**config.mk**
```make
export PLATFORM = sky130hd
export DESIGN_NAME = uart_word_loader_flat
export DESIGN_NICKNAME = d
export VERILOG_FILES = /design/src/rtl/loader_pkg.sv /design/src/rtl/uart_word_loader_if.sv /design/src/rtl/loader_idle_timer.sv /design/src/rtl/uart_word_loader.sv /design/src/flat_wrapper.sv
export SDC_FILE = /design/constraint.sdc
export NUM_CORES = 1
export LEC_CHECK = 0
export ABC_AREA = 1
export BUFFER_PORTS_ARGS = -buffer_cell sky130_fd_sc_hd__buf_2
export CORE_ASPECT_RATIO = 0.9
export CORE_MARGIN = 3
export CORE_UTILIZATION = 51
export DETAILED_ROUTE_END_ITERATION = 10
export PLACE_DENSITY_LB_ADDON = 0.1
export SYNTH_ARGS = -nofsm -noshare
export SYNTH_HDL_FRONTEND = slang
export SYNTH_SLANG_ARGS = --single-unit
```
**constraint.sdc**
```tcl
create_clock -name clk -period 1.5 [get_ports clk]
set_input_delay 0.225 -clock clk [delete_from_list [all_inputs] [get_ports clk]]
set_output_delay 0.225 -clock clk [all_outputs]
set_load 0.1 [all_outputs]
```
**src/rtl/loader_pkg.sv**
```systemverilog
// Shared definitions for uart_word_loader: FSM state encoding and a
// clog2 helper that never returns less than 1 (usable as a port width).
package loader_pkg;

    typedef enum logic {
        S_COLLECT = 1'b0,
        S_DONE    = 1'b1
    } state_t;

    function automatic int unsigned clog2_min1(input int unsigned n);
        return (n <= 2) ? 1 : $clog2(n);
    endfunction

endpackage

```
**src/rtl/uart_word_loader_if.sv**
```systemverilog
// Word write port from the loader into instruction memory (valid/ready).
interface uart_word_loader_if #(
    parameter int unsigned ADDR_W = 10,
    parameter int unsigned DATA_W = 32
) ();

    logic              wr_valid;
    logic              wr_ready;
    logic [ADDR_W-1:0] wr_addr;
    logic [DATA_W-1:0] wr_data;

    modport master (
        output wr_valid,
        output wr_addr,
        output wr_data,
        input  wr_ready
    );

    modport slave (
        input  wr_valid,
        input  wr_addr,
        input  wr_data,
        output wr_ready
    );

endinterface

```
**src/rtl/loader_idle_timer.sv**
```systemverilog
// Inter-byte idle counter for uart_word_loader. Counts while a partial word
// is held, restarts on every received byte, and flags expiry once it has
// reached TIMEOUT_CYCLES-1.
module loader_idle_timer
    import loader_pkg::*;
#(
    parameter int unsigned TIMEOUT_CYCLES = 104160
) (
    input  logic clk,
    input  logic rst,
    input  logic run,
    input  logic restart,
    output logic expire
);

    localparam int unsigned CNT_W = clog2_min1(TIMEOUT_CYCLES);
    localparam logic [CNT_W-1:0] LAST = CNT_W'(TIMEOUT_CYCLES - 1);

    logic [CNT_W-1:0] cnt;

    // Idle counter: cleared when no partial word or a byte arrives, saturates at LAST.
    always_ff @(posedge clk) begin
        if (rst || !run || restart) begin
            cnt <= '0;
        end else if (cnt != LAST) begin
            cnt <= cnt + CNT_W'(1);
        end
    end

    // A byte arriving on the expiry cycle wins over the timeout.
    assign expire = run && !restart && (cnt == LAST);

endmodule

```
**src/rtl/uart_word_loader.sv**
```systemverilog
// Assembles little-endian words from the uart_rx byte stream and writes them
// with incrementing word addresses to instruction memory over a one-entry
// valid/ready holding register. Stops after NUM_WORDS accepted words.
// Optional feature: define UART_LOADER_TIMEOUT_EN to discard a partial word
// after TIMEOUT_CYCLES of inter-byte idle time.
module uart_word_loader
    import loader_pkg::*;
#(
    parameter  int unsigned WORD_BYTES     = 4,
    parameter  int unsigned ADDR_W         = 10,
    parameter  int unsigned NUM_WORDS      = 1024,
    parameter  int unsigned TIMEOUT_CYCLES = 104160,
    localparam int unsigned IDX_W          = clog2_min1(WORD_BYTES)
) (
    input  logic                 clk,
    input  logic                 rst,
    input  logic                 rx_dv,
    input  logic [7:0]           rx_byte,
    uart_word_loader_if.master   wr,
    output logic [IDX_W-1:0]     byte_idx,
    output logic                 done,
    output logic                 overrun
);

    localparam int unsigned DATA_W = 8 * WORD_BYTES;
    localparam logic [IDX_W-1:0]  LAST_IDX  = IDX_W'(WORD_BYTES - 1);
    localparam logic [ADDR_W-1:0] LAST_ADDR = ADDR_W'(NUM_WORDS - 1);

    state_t            state;
    logic [DATA_W-1:0] partial;
    logic [DATA_W-1:0] next_word;
    logic              capture;
    logic              complete;
    logic              accept;
    logic              final_accept;
    logic              expire;

`ifdef UART_LOADER_TIMEOUT_EN
    loader_idle_timer #(
        .TIMEOUT_CYCLES(TIMEOUT_CYCLES)
    ) u_idle_timer (
        .clk     (clk),
        .rst     (rst),
        .run     (byte_idx != '0),
        .restart (rx_dv),
        .expire  (expire)
    );
`else
    assign expire = 1'b0;
`endif

    // Partial word with the incoming byte merged into lane byte_idx.
    always_comb begin
        next_word = partial;
        for (int unsigned i = 0; i < WORD_BYTES; i++) begin
            if (byte_idx == IDX_W'(i)) begin
                next_word[8*i +: 8] = rx_byte;
            end
        end
    end

    assign capture      = (state == S_COLLECT) && rx_dv;
    assign complete     = capture && (byte_idx == LAST_IDX);
    assign accept       = wr.wr_valid && wr.wr_ready;
    assign final_accept = accept && (wr.wr_addr == LAST_ADDR);

    // Byte assembly, holding register, address counter and load FSM.
    always_ff @(posedge clk) begin
        if (rst) begin
            state       <= S_COLLECT;
            byte_idx    <= '0;
            partial     <= '0;
            wr.wr_valid <= 1'b0;
            wr.wr_addr  <= '0;
            wr.wr_data  <= '0;
            done        <= 1'b0;
            overrun     <= 1'b0;
        end else begin
            if (capture) begin
                partial  <= next_word;
                byte_idx <= complete ? '0 : byte_idx + IDX_W'(1);
            end else if (expire) begin
                partial  <= '0;
                byte_idx <= '0;
            end

            case (state)
                S_COLLECT: begin
                    if (final_accept) begin
                        // Last word leaves; any word completing now is discarded.
                        wr.wr_valid <= 1'b0;
                        done        <= 1'b1;
                        state       <= S_DONE;
                    end else begin
                        // wr_addr tracks accepted words, so a word loaded alongside
                        // an acceptance picks up the incremented address.
                        if (accept) begin
                            wr.wr_addr <= wr.wr_addr + ADDR_W'(1);
                        end
                        if (complete) begin
                            if (!wr.wr_valid || wr.wr_ready) begin
                                wr.wr_data  <= next_word;
                                wr.wr_valid <= 1'b1;
                            end else begin
                                overrun <= 1'b1;
                            end
                        end else if (accept) begin
                            wr.wr_valid <= 1'b0;
                        end
                    end
                end
                S_DONE: begin
                    wr.wr_valid <= 1'b0;
                end
                default: begin
                    state <= S_COLLECT;
                end
            endcase
        end
    end

endmodule

```
**src/flat_wrapper.sv**
```systemverilog
// flat-port wrapper written by rule: the top's interface ports become plain ports
module uart_word_loader_flat import loader_pkg::*;
#(
    parameter  int unsigned WORD_BYTES     = 4,
    parameter  int unsigned ADDR_W         = 10,
    parameter  int unsigned NUM_WORDS      = 1024,
    parameter  int unsigned TIMEOUT_CYCLES = 104160,
    localparam int unsigned IDX_W          = clog2_min1(WORD_BYTES)
)
  (clk, rst, rx_dv, rx_byte, byte_idx, done, overrun, wr_wr_valid, wr_wr_addr, wr_wr_data, wr_wr_ready);
  uart_word_loader_if #(.ADDR_W(ADDR_W), .DATA_W(8 * WORD_BYTES)) wr_i ();
  input  logic clk;
  input  logic rst;
  input  logic rx_dv;
  input  logic [7:0] rx_byte;
  output logic [IDX_W-1:0] byte_idx;
  output logic done;
  output logic overrun;
  output wire logic [$bits(wr_i.wr_valid)-1:0] wr_wr_valid;
  output wire logic [$bits(wr_i.wr_addr)-1:0] wr_wr_addr;
  output wire logic [$bits(wr_i.wr_data)-1:0] wr_wr_data;
  input wire logic [$bits(wr_i.wr_ready)-1:0] wr_wr_ready;
  assign wr_wr_valid = wr_i.wr_valid;
  assign wr_wr_addr = wr_i.wr_addr;
  assign wr_wr_data = wr_i.wr_data;
  assign wr_i.wr_ready = wr_wr_ready;
  uart_word_loader #(.WORD_BYTES(WORD_BYTES), .ADDR_W(ADDR_W), .NUM_WORDS(NUM_WORDS), .TIMEOUT_CYCLES(TIMEOUT_CYCLES)) u_core (.clk(clk), .rst(rst), .rx_dv(rx_dv), .rx_byte(rx_byte), .wr(wr_i), .byte_idx(byte_idx), .done(done), .overrun(overrun));
endmodule
```
Yosys cells after proc, flatten, opt, wreduce, memory -nomap -nowiden
Index checks and enable logic that the tools add are counted.

Muxes and demuxes: 12. Eq/ne operators: 6. Add/subtract/negate cells: 2. Reductions and logical operators: 12. Bitwise gates (word level): 3.

Operator list (count): $mux W8 (4); $add A10 B1 Y10 const B (1); $eq A10 B10 Y1 const B (1); $reduce_and A4 Y1 (2); $mux W1 (6); $eq A2 B2 Y1 const B (2); $logic_and A1 B1 Y1 (4); $ne A4 B1 Y1 const B (1); $ne A4 B4 Y1 const B (1); $reduce_and A2 Y1 (2); $not A1 Y1 (3); $reduce_and A3 Y1 (1); $add A2 B1 Y2 const B (1); $eq A2 B1 Y1 const B (1); $logic_not A2 Y1 (1); $mux W2 (1); $pmux W1 S2 (1); $logic_not A1 Y1 (1); $logic_or A1 B1 Y1 (1).

Register bits: 80. Output and inout port bits: 47. Input port bits: 12. Logic and storage cells: 43.

Longest topological paths before layout
Gate-level depths: netlist of run 1.

Word-level depth: 6. Mapped depth: 11. Depth with buffers taken out: 9.

Worst setup path before layout of run 1
Ideal clock, no wire load.

Kind: reg-to-reg. Start: register u_core.wr.wr_addr[0]. End: register u_core.wr.wr_valid. Buffers on the path: 1. Data required time: 1390 ps. Setup time: 110 ps. Slack: -755 ps. Stages on the path, launching flop included: 10. Arrival: 2145 ps. Clock period less this slack: 2255 ps. Cells stage by stage: dfxtp_1 > ha_1 > nand3_2 > nor2_4 > nand2_4 > nand3_4 > buf_6 > o21ai_2 > nand2_1 > inv_1.

Word-level cells in the longest chain between the ends: 4. Elaborated cells between the ends (all ways): 7. Those cells by class: 3 x eq/ne; 2 x mux; 2 x reduce/logical.

Ends and longest elaborated chain: start, declared (RTL line uart_word_loader_if.sv:14) `output wr_addr,`; start signal, assigned (RTL line uart_word_loader.sv:98) `wr.wr_addr <= wr.wr_addr + ADDR_W'(1);`; $eq A10 B10 Y1 * (RTL line uart_word_loader.sv:65) `assign final_accept = accept && (wr.wr_addr == LAST_ADDR);`; $logic_and A1 B1 Y1 * (RTL line uart_word_loader.sv:65); $ne A4 B1 Y1 (no line), or another cell as far along; $reduce_and A2 Y1 (no line) / $pmux W1 S2 (equally long branches); end signal, assigned (RTL line uart_word_loader.sv:73) `wr.wr_valid <= 1'b0;`; end signal, assigned (RTL line uart_word_loader.sv:91) `wr.wr_valid <= 1'b0;`; end signal, assigned (RTL line uart_word_loader.sv:103) `wr.wr_valid <= 1'b1;`; end, declared (RTL line uart_word_loader_if.sv:13) `output wr_valid,`.

Mark *: on every way between the ends. The rest lies on a longest branch, timed or not. A chain may end at the register's enable or synchronous reset.

Worst setup path in the final report of run 1
Start: register u_core.wr.wr_addr[4]. End: output port wr_wr_addr[4].

RTL lines: end, declared (RTL line flat_wrapper.sv:20) `output wire logic [$bits(wr_i.wr_addr)-1:0] wr_wr_addr;`.

No word-level cell between the ends.

==> flow_metrics.env, run 1 <==
export IMPL_status="finished clean"
export IMPL_drv_slew=0
export IMPL_cp_required_ps=1270
export IMPL_grt_pass1_wl_mm=14.8
export IMPL_worst_skew_pair_late_latency_ps=360
export IMPL_ios=59
export IMPL_path_clk_slew_ps=90
export IMPL_peakVddDrop_mv=0.657
export IMPL_setup_viol=0
export IMPL_clock_sinks=80
export IMPL_maxCapViolCount=0
export IMPL_hold_viol_final=0
export IMPL_setup_ws_ps=74.7
export IMPL_drive_gt1_share_pct=21.9
export IMPL_start_util_pct=53.3
export IMPL_vias_per_cell=5.03
export IMPL_worstSetupEndpointType="output pin"
export IMPL_placed_area_sq_um=4320
export IMPL_arrival_ps=1200
export IMPL_grt_ovfl_total=0
export IMPL_crit_fanout=8
export IMPL_fin_skew_ps=14.8
export IMPL_vias=3573
export IMPL_core_rowCount=29
export IMPL_fin_area_sq_um=4600
export IMPL_critPathBufInv=1
export IMPL_grt_max_degree=49
export IMPL_clock_path_buffers=2
export IMPL_preCtsSetupSlack_ps=86.2
export IMPL_final_util_pct=64.1
export IMPL_grt_util_all_layers_pct=21.1
export IMPL_nNetsFinal=629
export IMPL_ant_nets=0
export IMPL_period_needed_ps=1430
export IMPL_ys_seq_area_share_pct=41.8
export IMPL_clockRootBuffer="clkbuf_8"
export IMPL_synth_xor_area_share_pct=0.686
export IMPL_yosysUniqueCellTypes=28
export IMPL_cts_htree_levels=3
export IMPL_synth_mux_area_share_pct=0
export IMPL_drc=0
export IMPL_cp_start_kind="flop"
export IMPL_power_total_mw=4.67
export IMPL_powerDensity_nw_per_um2=1020
export IMPL_syn_avg_cell_area_sq_um=6.86
export IMPL_dieArea_sq_um=8590
export IMPL_hp_class="in -> reg"
export IMPL_finalCritPeriodShare_pct=95.0
export IMPL_syn_nets=575
export IMPL_synth_warnings=0
export IMPL_die_h_um=88.2
export IMPL_syn_area_sq_um=3830
export IMPL_instances_no_fill=710
export IMPL_dr_first_iter_drc_count=153
export IMPL_die_width_um=97.3
export IMPL_rsz0062_at_grt="true"
export IMPL_syn_to_final_growth_pct=20.2
export IMPL_synth_compound_area_share_pct=14.8
export IMPL_synth_seq_cells=80
export IMPL_antenna_cells=0
export IMPL_whs_ps=171
export IMPL_final_fill_count=656
export IMPL_slowest_stage="buf_2"
export IMPL_synth_top_family_by_area="simple AND/OR/NAND/NOR gates"
export IMPL_place_congestion=0.762
export IMPL_drt_pre_antenna_iters=4
export IMPL_antenna_found_initial=0
export IMPL_worst_path_dominant_cell_family="buffers and inverters"
export IMPL_routedWlPerCell_um=12.7
export IMPL_cts_buffers=9
export IMPL_relSlewSlack_pct=66.1
export IMPL_yosys_area_share_simple_pct=26.7
export IMPL_leakage_nw=2.15
export IMPL_critical_path_class="reg -> out"
export IMPL_cpPeakStageDelay_ps=440
export IMPL_hpwlAfterDp_mm=5.83
export IMPL_multiInputGateArea_sq_um=1760
export IMPL_max_freq_mhz=702
export IMPL_first_global_vias=3282
export IMPL_path_cells="buf_2"
export IMPL_place_inst=689
export IMPL_finalSetupTns_ps=0
export IMPL_totalWireLength_mm=9.02
export IMPL_cts_tree="built"
export IMPL_max_slew_worst_pin_slew_ps=511
export IMPL_regArea_sq_um=1650
export IMPL_fp_coreArea_sq_um=7180
export IMPL_place_port_buffers=58
export IMPL_synth_fa_ha_area_share_pct=1.63
export IMPL_syn_inst=558
sequential cells by signal, summed over array words and instances, names as in the netlist:
name	count
u_core.partial	32
u_core.wr.wr_data	32
u_core.wr.wr_addr	10
u_core.byte_idx	2
u_core.done	1
u_core.overrun	1
u_core.state	1
u_core.wr.wr_valid	1
layout make-up:
class | count | area share (%)
multi-input cells | 349 | 38.1
flip-flops and latches | 80 | 35.9
repair buffers | 74 | 10.7
inverters | 98 | 8.05
clock buffers | 12 | 3.62
well taps | 93 | 2.53
clock inverters | 4 | 1.06
where the power goes:
group / switching (mW) / leakage, nW / internal (mW)
combinational: 0.535 / 1.38 / 0.191
clock: 0.789 / 0.108 / 0.915
sequential: 0.0484 / 0.662 / 2.20
total: 1.37 / 2.15 / 3.30
metal layers:
metal | GRT usage, % | vias up | wire [um]
met4 | 5.53 | 0 | 95
met5 | 0 | - | 0
met2 | 36.7 | 93 | 4240
li1 | - | 1877 | -
met1 | 25.4 | 1596 | 4050
met3 | 7.41 | 7 | 627
worst reg2reg max path, delay by kind of cell (launching register included):
kind / cells / cell delay [ps]
AO/OA/AOI/OAI: 1 / 60
adder cells (fa/ha/maj): 1 / 160
buffers and inverters: 2 / 220
flip-flops: 1 / 380
AND/OR/NAND/NOR: 5 / 500
placed cells by master (no fill, tap or decap):
cell type	Yosys	layout
nand2_1	129	125
inv_1	88	86
dfxtp_1	80	67
buf_2	8	58
a21oi_1	48	48
nor2_1	47	47
nand4_1	36	36
o21ai_0	59	30
o21ai_1	0	29
dfxtp_4	0	13
clkbuf_8	0	10
inv_2	8	9
buf_4	2	9
nand2_2	3	6
buf_12	0	5
nand3_4	1	3
nand3_1	4	3
ha_2	0	3
nor2_4	2	2
clkinv_1	2	2
nand2_4	1	2
nor2_2	2	2
nand3_2	2	2
inv_4	0	2
nand3b_1	2	2
xnor2_1	2	2
ha_4	0	2
clkbuf_16	0	2
a31oi_1	1	1
o21ai_2	1	1
o21a_1	1	1
a211oi_1	1	1
xor2_1	1	1
clkinv_2	0	1
bufinv_16	0	1
clkinvlp_4	0	1
clkbuf_1	16	1
buf_6	6	1
worst paths after layout:
path	startpoint	endpoint	slack, ps	depth (start not counted)
worst max-delay path	u_core.wr.wr_addr[4]$_SDFFE_PP0P_	wr_wr_addr[4]	70	1
worst min-delay path	rx_byte[1]	u_core.partial[25]$_SDFFE_PP0P_	170	3
worst max register to register	u_core.wr.wr_addr[0]$_SDFFE_PP0P_	u_core.wr.wr_valid$_SDFFE_PP0P_	80	9
worst min register to register	u_core.partial[25]$_SDFFE_PP0P_	u_core.partial[25]$_SDFFE_PP0P_	460	2
cell families after synthesis:
| kind of cell | count (synthesis) |
|---|---|
| AO/OA/AOI/OAI | 111 |
| XOR/XNOR | 3 |
| adder cells (fa/ha/maj) | 5 |
| buffers and inverters | 130 |
| flip-flops | 80 |
| AND/OR/NAND/NOR | 229 |
synthesized netlist by cell type:
cell type | count | area [sq um]
nand4_1 | 36 | 225
dfxtp_1 | 80 | 1600
nand3_1 | 4 | 20.0
nand3_4 | 1 | 17.5
o21a_1 | 1 | 7.51
nand3_2 | 2 | 20.0
ha_1 | 5 | 62.6
nor2_2 | 2 | 12.5
nand3b_1 | 2 | 15.0
o21ai_0 | 59 | 295
a211oi_1 | 1 | 7.51
buf_2 | 8 | 40.0
nand2_4 | 1 | 11.3
clkinv_1 | 2 | 7.51
buf_6 | 6 | 67.6
clkbuf_1 | 16 | 60.1
xor2_1 | 1 | 8.76
nand2_1 | 129 | 484
nor2_1 | 47 | 176
a21oi_1 | 48 | 240
o21ai_2 | 1 | 8.76
inv_2 | 8 | 30.0
a31oi_1 | 1 | 6.26
xnor2_1 | 2 | 17.5
buf_4 | 2 | 15.0
inv_1 | 88 | 330
nand2_2 | 3 | 18.8
nor2_4 | 2 | 22.5
timing repair:
action | in CTS | in global routing
resized for setup | 0 | 2
setup endpoints to repair | 0 | 34
setup buffers | 0 | 2
hold buffers | 0 | 0
Note: power is estimated with default switching activity, not from simulation.
==> run 2, diff against run 1 <==
- CORE_UTILIZATION: 51 -> 50
==> run 2 against run 1 <==
Effect of this change: sequential power hardly changed; final cell count is 0.42% lower; routed wire length up 1.3%; clock power fell by 18%; register-to-register slack barely moved.
==> flow_metrics.env, run 2 (synthesis gave the netlist of run 1 again) <==
export IMPL_cts_buffers=9
export IMPL_dr_first_iter_drc_count=155
export IMPL_placed_area_sq_um=4270
export IMPL_cts_htree_levels=3
export IMPL_place_port_buffers=58
export IMPL_met2_usage_pct=34.0
export IMPL_final_fill_count=688
export IMPL_period_needed_ps=1430
export IMPL_place_congestion=0.782
export IMPL_first_global_vias=3193
export IMPL_arrival_ps=1670
export IMPL_nNetsFinal=626
export IMPL_drv_slew=0
export IMPL_drc=0
export IMPL_clockRootBuffer="clkbuf_8"
export IMPL_busiest_layer="met2"
export IMPL_worst_skew_pair_late_latency_ps=350
export IMPL_cts_tree="built"
export IMPL_core_rowCount=29
export IMPL_hp_class="in -> reg"
export IMPL_cts_hold_buf=0
export IMPL_powerDensity_nw_per_um2=958
export IMPL_leakage_nw=2.11
export IMPL_maxCapViolCount=0
export IMPL_grtUsageMet1_pct=27.5
export IMPL_grt_max_degree=65
export IMPL_syn_to_final_growth_pct=18.8
export IMPL_drt_pre_antenna_iters=4
export IMPL_max_slew_worst_pin_slew_ps=491
export IMPL_path_clk_slew_ps=80
export IMPL_cp_start_kind="flop"
export IMPL_vias_per_cell=5.02
export IMPL_relSlewSlack_pct=67.5
export IMPL_status="finished clean"
export IMPL_setup_ws_ps=73.1
export IMPL_critPathLaunch="u_core.byte_idx[1]$_SDFFE_PP0P_"
export IMPL_preCtsSetupSlack_ps=12.7
export IMPL_fin_area_sq_um=4550
export IMPL_rsz0062_at_grt="true"
export IMPL_drive_gt1_share_pct=21.3
export IMPL_final_common_cell="nand2_1"
export IMPL_fin_skew_ps=10.6
export IMPL_worst_r2r_setup_slack_ps=70
export IMPL_setup_viol=0
export IMPL_whs_ps=195
export IMPL_grt_util_all_layers_pct=20.5
export IMPL_vias=3546
export IMPL_critical_path_class="reg -> reg"
export IMPL_max_freq_mhz=701
export IMPL_hold_viol_final=0
export IMPL_ant_nets=0
export IMPL_worstSetupEndpointType="flop"
export IMPL_min_from="rx_byte[1]"
export IMPL_hpwlAfterDp_mm=5.91
export IMPL_grtUsageMet3_pct=4.84
export IMPL_clock_sinks=80
export IMPL_antenna_found_initial=0
export IMPL_fp_coreArea_sq_um=7260
export IMPL_antenna_cells=0
export IMPL_finalCritPeriodShare_pct=95.1
export IMPL_totalWireLength_mm=9.14
export IMPL_dieArea_sq_um=8750
export IMPL_clock_path_buffers=2
export IMPL_power_total_mw=4.36
export IMPL_die_width_um=98.3
export IMPL_grt_pass1_wl_mm=14.7
export IMPL_routedWlPerCell_um=12.9
export IMPL_cp_required_ps=1740
export IMPL_start_util_pct=52.8
export IMPL_ios=59
export IMPL_die_h_um=89.0
export IMPL_biggestRegsByFlops="u_core.partial (32), u_core.wr.wr_data (32), u_core.wr.wr_addr (10)"
export IMPL_peakVddDrop_mv=0.565
export IMPL_mostFrequentLayoutCells="nand2_1 (125), inv_1 (86), dfxtp_1 (67), buf_2 (58), a21oi_1 (48)"
export IMPL_r2r_start="u_core.byte_idx[1]$_SDFFE_PP0P_"
export IMPL_crit_fanout=16
export IMPL_grt_ovfl_total=0
==> run 2: repair_timing <==
item / in CTS / in global routing
resized for setup: 0 / 7
pin swaps: 0 / 3
cloned: 0 / 3
setup endpoints to repair: 1 / 41
buffers inserted: 0 / 2
==> run 2: area by class of cell <==
class | instances | area (sq um) | area share, %
clock buffer | 13 | 149 | 3.27
clock inverter | 3 | 16.3 | 0.358
inverter | 98 | 373 | 8.20
multi-input combinational | 350 | 1780 | 39.1
sequential | 80 | 1650 | 36.3
tap | 93 | 116 | 2.56
timing repair buffer | 70 | 468 | 10.3
==> run 2: worst paths after layout <==
check / endpoint / cells after the start
worst max-delay path: u_core.wr.wr_data[3]$_SDFFE_PP0P_ / 7
worst min-delay path: u_core.partial[25]$_SDFFE_PP0P_ / 3
worst min register to register: u_core.partial[28]$_SDFFE_PP0P_ / 2
worst max register to register: u_core.wr.wr_data[3]$_SDFFE_PP0P_ / 7
==> run 2: critical path, stage by stage, from the launching register on <==
cell and delay [ps]:
dfxtp_4 370, inv_1 100, ha_2 380, nand2_1 110
o21ai_1 130, nand4_1 120, nand2_1 70, nor2_1 40
==> run 2: routing by layer <==
layer  vias up  routed length, um  share of wire, %
met5         -                  0                 0
met4         0                 80              0.88
met3         7                456               5.0
met2        83               4160                46
met1      1582               4440                49
li1       1874                  -                 -
==> run 2: report_power, final <==
part	switching (mW)	total, mW	internal [mW]
Combinational	0.533	0.722	0.189
Sequential	0.0490	2.25	2.20
Clock	0.747	1.39	0.645
Total	1.33	4.36	3.03
==> run 2: per-stage QoR <==
step / utilization (%) / setup TNS [ps] / std cells
2_1_floorplan: - / -1150 / 558
3_3_place_gp: 58.8 / 0 / 686
3_5_place_dp: 58.8 / 0 / 686
4_1_cts: 61.1 / -6.51 / 702
5_1_grt: 62.7 / -501 / 707
6_report: 62.7 / 0 / 707
==> run 3, diff against run 2 <==
- CELL_PAD_IN_SITES_DETAIL_PLACEMENT: not set -> 0
- CELL_PAD_IN_SITES_GLOBAL_PLACEMENT: not set -> 1
- CORE_UTILIZATION: 50 -> 36
==> run 3 against run 2 <==
Effect of this change: clock skew decreased by 3.9 ps; clock power up 57%; global-route usage fell by 4.1 points; count of clock-buffer cells in the layout rose by 1; die area up 36%; first-iteration DRC count grew 38%; largest cell class unchanged; largest power group unchanged.
==> flow_metrics.env, run 3 (synthesis gave the netlist of run 1 again) <==
export IMPL_netSwitchingFraction_pct=28.4
export IMPL_place_inst=724
export IMPL_fp_coreArea_sq_um=10300
export IMPL_pwr_share_comb_pct=14.3
export IMPL_drc=0
export IMPL_die_width_um=115
export IMPL_cts_tree="built"
export IMPL_power_total_mw=5.17
export IMPL_grt_ovfl_total=0
export IMPL_period_needed_ps=1480
export IMPL_cts_hold_buf=0
export IMPL_worst_skew_pair_late_latency_ps=340
export IMPL_core_rowCount=35
export IMPL_ant_nets=0
export IMPL_clock_sinks=80
export IMPL_place_congestion=0.779
export IMPL_instances_no_fill=760
export IMPL_hpwlAfterDp_mm=6.25
export IMPL_final_util_pct=48.0
export IMPL_nNetsFinal=643
export IMPL_status="finished clean"
export IMPL_rsz0062_at_grt="true"
export IMPL_cp_required_ps=1270
export IMPL_path_clk_slew_ps=60
export IMPL_hp_class="in -> reg"
export IMPL_drive_gt1_share_pct=24.1
export IMPL_antenna_cells=0
export IMPL_syn_to_final_growth_pct=28.9
export IMPL_setup_viol=0
export IMPL_min_from="rx_byte[3]"
export IMPL_hold_viol_final=0
export IMPL_maxCapViolCount=0
export IMPL_max_slew_worst_pin_slew_ps=494
export IMPL_final_common_cell="nand2_1"
export IMPL_crit_fanout=4
export IMPL_drv_slew=0
export IMPL_vias_per_cell=4.93
export IMPL_fin_area_sq_um=4940
export IMPL_clockRootBuffer="clkbuf_16"
export IMPL_clock_path_buffers=2
export IMPL_peakVddDrop_mv=0.664
export IMPL_arrival_ps=1260
export IMPL_r2r_cells=8
export IMPL_r2r_end="u_core.wr.wr_data[29]$_SDFFE_PP0P_"
export IMPL_first_global_vias=3245
export IMPL_pwr_share_clk_pct=42.2
export IMPL_worstSetupEndpointType="output pin"
export IMPL_routedWlPerCell_um=14.9
export IMPL_grt_util_all_layers_pct=16.3
export IMPL_totalWireLength_mm=11.3
export IMPL_final_fill_count=1102
export IMPL_grt_max_degree=65
export IMPL_internal_power_mw=3.70
export IMPL_dr_first_iter_drc_count=214
export IMPL_start_util_pct=37.2
export IMPL_power_frac_seq_pct=43.5
export IMPL_vias=3747
export IMPL_fin_skew_ps=6.73
export IMPL_relSlewSlack_pct=67.3
export IMPL_r2r_start="u_core.wr.wr_addr[0]$_SDFFE_PP0P_"
export IMPL_place_port_buffers=58
export IMPL_dieArea_sq_um=11900
export IMPL_cts_htree_levels=3
export IMPL_p_switching_mw=1.47
export IMPL_biggestRegsByFlops="u_core.partial (32), u_core.wr.wr_data (32), u_core.wr.wr_addr (10)"
export IMPL_cp_start_kind="flop"
export IMPL_critical_path_class="reg -> out"
export IMPL_placed_area_sq_um=4330
export IMPL_whs_path_depth=3
export IMPL_cts_buffers=9
export IMPL_grt_pass1_wl_mm=15.8
export IMPL_ios=59
export IMPL_die_h_um=104
export IMPL_finalCritPeriodShare_pct=98.8
export IMPL_max_freq_mhz=675
export IMPL_mostFrequentLayoutCells="nand2_1 (124), inv_1 (86), dfxtp_1 (67), buf_2 (56), a21oi_1 (48)"
export IMPL_worst_r2r_setup_slack_ps=40
export IMPL_leakage_nw=2.25
export IMPL_powerDensity_nw_per_um2=1050
export IMPL_antenna_found_initial=0
export IMPL_drt_pre_antenna_iters=4
export IMPL_hold_end="u_core.partial[27]$_SDFFE_PP0P_"
-- run 3: changes by cell type in the layout (fill, tap and decap cells not counted), sizes merged --
| cell | previous run | this run |
|---|---|---|
| buf | 69 | 78 |
| clkbuf | 14 | 19 |
| clkinv | 4 | 3 |
| nand2 | 133 | 134 |
| nand3 | 9 | 12 |
-- run 3: through the flow --
| step | TNS (ps) | hold WS (ps) | worst slack (ps) |
|---|---|---|---|
| 2_1_floorplan | -1150 | 401 | -52.5 |
| 3_3_place_gp | 0 | 442 | 17.6 |
| 3_5_place_dp | 0 | 447 | 8.37 |
| 4_1_cts | -50.0 | 191 | -15.6 |
| 5_1_grt | -847 | 206 | -56.9 |
| 6_report | 0 | 194 | 18.3 |
-- run 3: worst max-delay path by stage --
stage / startpoint / end / slack [ps] / depth (start not counted)
floorplan: u_core.wr.wr_addr[0]$_SDFFE_PP0P_ / u_core.wr.wr_valid$_SDFFE_PP0P_ / -50 / 9
global placement: u_core.wr.wr_addr[0]$_SDFFE_PP0P_ / u_core.wr.wr_data[25]$_SDFFE_PP0P_ / 20 / 8
detailed placement: u_core.wr.wr_addr[0]$_SDFFE_PP0P_ / u_core.wr.wr_data[14]$_SDFFE_PP0P_ / 8 / 8
CTS: u_core.wr.wr_addr[0]$_SDFFE_PP0P_ / u_core.wr.wr_data[25]$_SDFFE_PP0P_ / -20 / 8
global route: u_core.byte_idx[1]$_SDFFE_PP0P_ / u_core.wr.wr_data[0]$_SDFFE_PP0P_ / -60 / 7
finish: u_core.wr.wr_addr[0]$_SDFFE_PP0P_ / wr_wr_addr[0] / 20 / 2
-- run 3: cell type report --
| cell class | count | area, sq um | share of cell area (%) |
|---|---|---|---|
| sequential | 80 | 1650 | 33.4 |
| clock buffer | 14 | 285 | 5.78 |
| tap | 129 | 161 | 3.27 |
| multi-input combinational | 354 | 1850 | 37.5 |
| inverter | 98 | 368 | 7.45 |
| timing repair buffer | 83 | 611 | 12.4 |
| clock inverter | 2 | 10.0 | 0.203 |
-- run 3: critical path, cell delays in order (launching register included) --
cell and delay, ps:
dfxtp_4 370, buf_4 120, buf_2 420
-- run 3: layer usage --
metal	track usage [%]	wire (um)	up-vias
li1	-	-	1920
met1	22.7	5330	1721
met2	25.0	5200	91
met3	4.07	573	15
met4	4.78	203	0
met5	0	0	-
-- run 3: power by group through the flow --
stage	combinational, mW	sequential, mW	clock (mW)
after floorplan	0.359	2.50	0
after global placement	0.707	2.29	0
after detailed placement	0.714	2.29	0
after CTS	0.716	2.25	2.21
after global routing	0.810	2.26	2.32
final	0.738	2.25	2.18
-- run 3: timing repair --
item                                    4_1_cts  5_1_grt
pin swaps                                     0       22
cloned                                        0       11
endpoints found under the setup margin        9       42
gates resized for setup                       1       12
hold endpoints to repair                      0        0
buffers inserted                              0        9
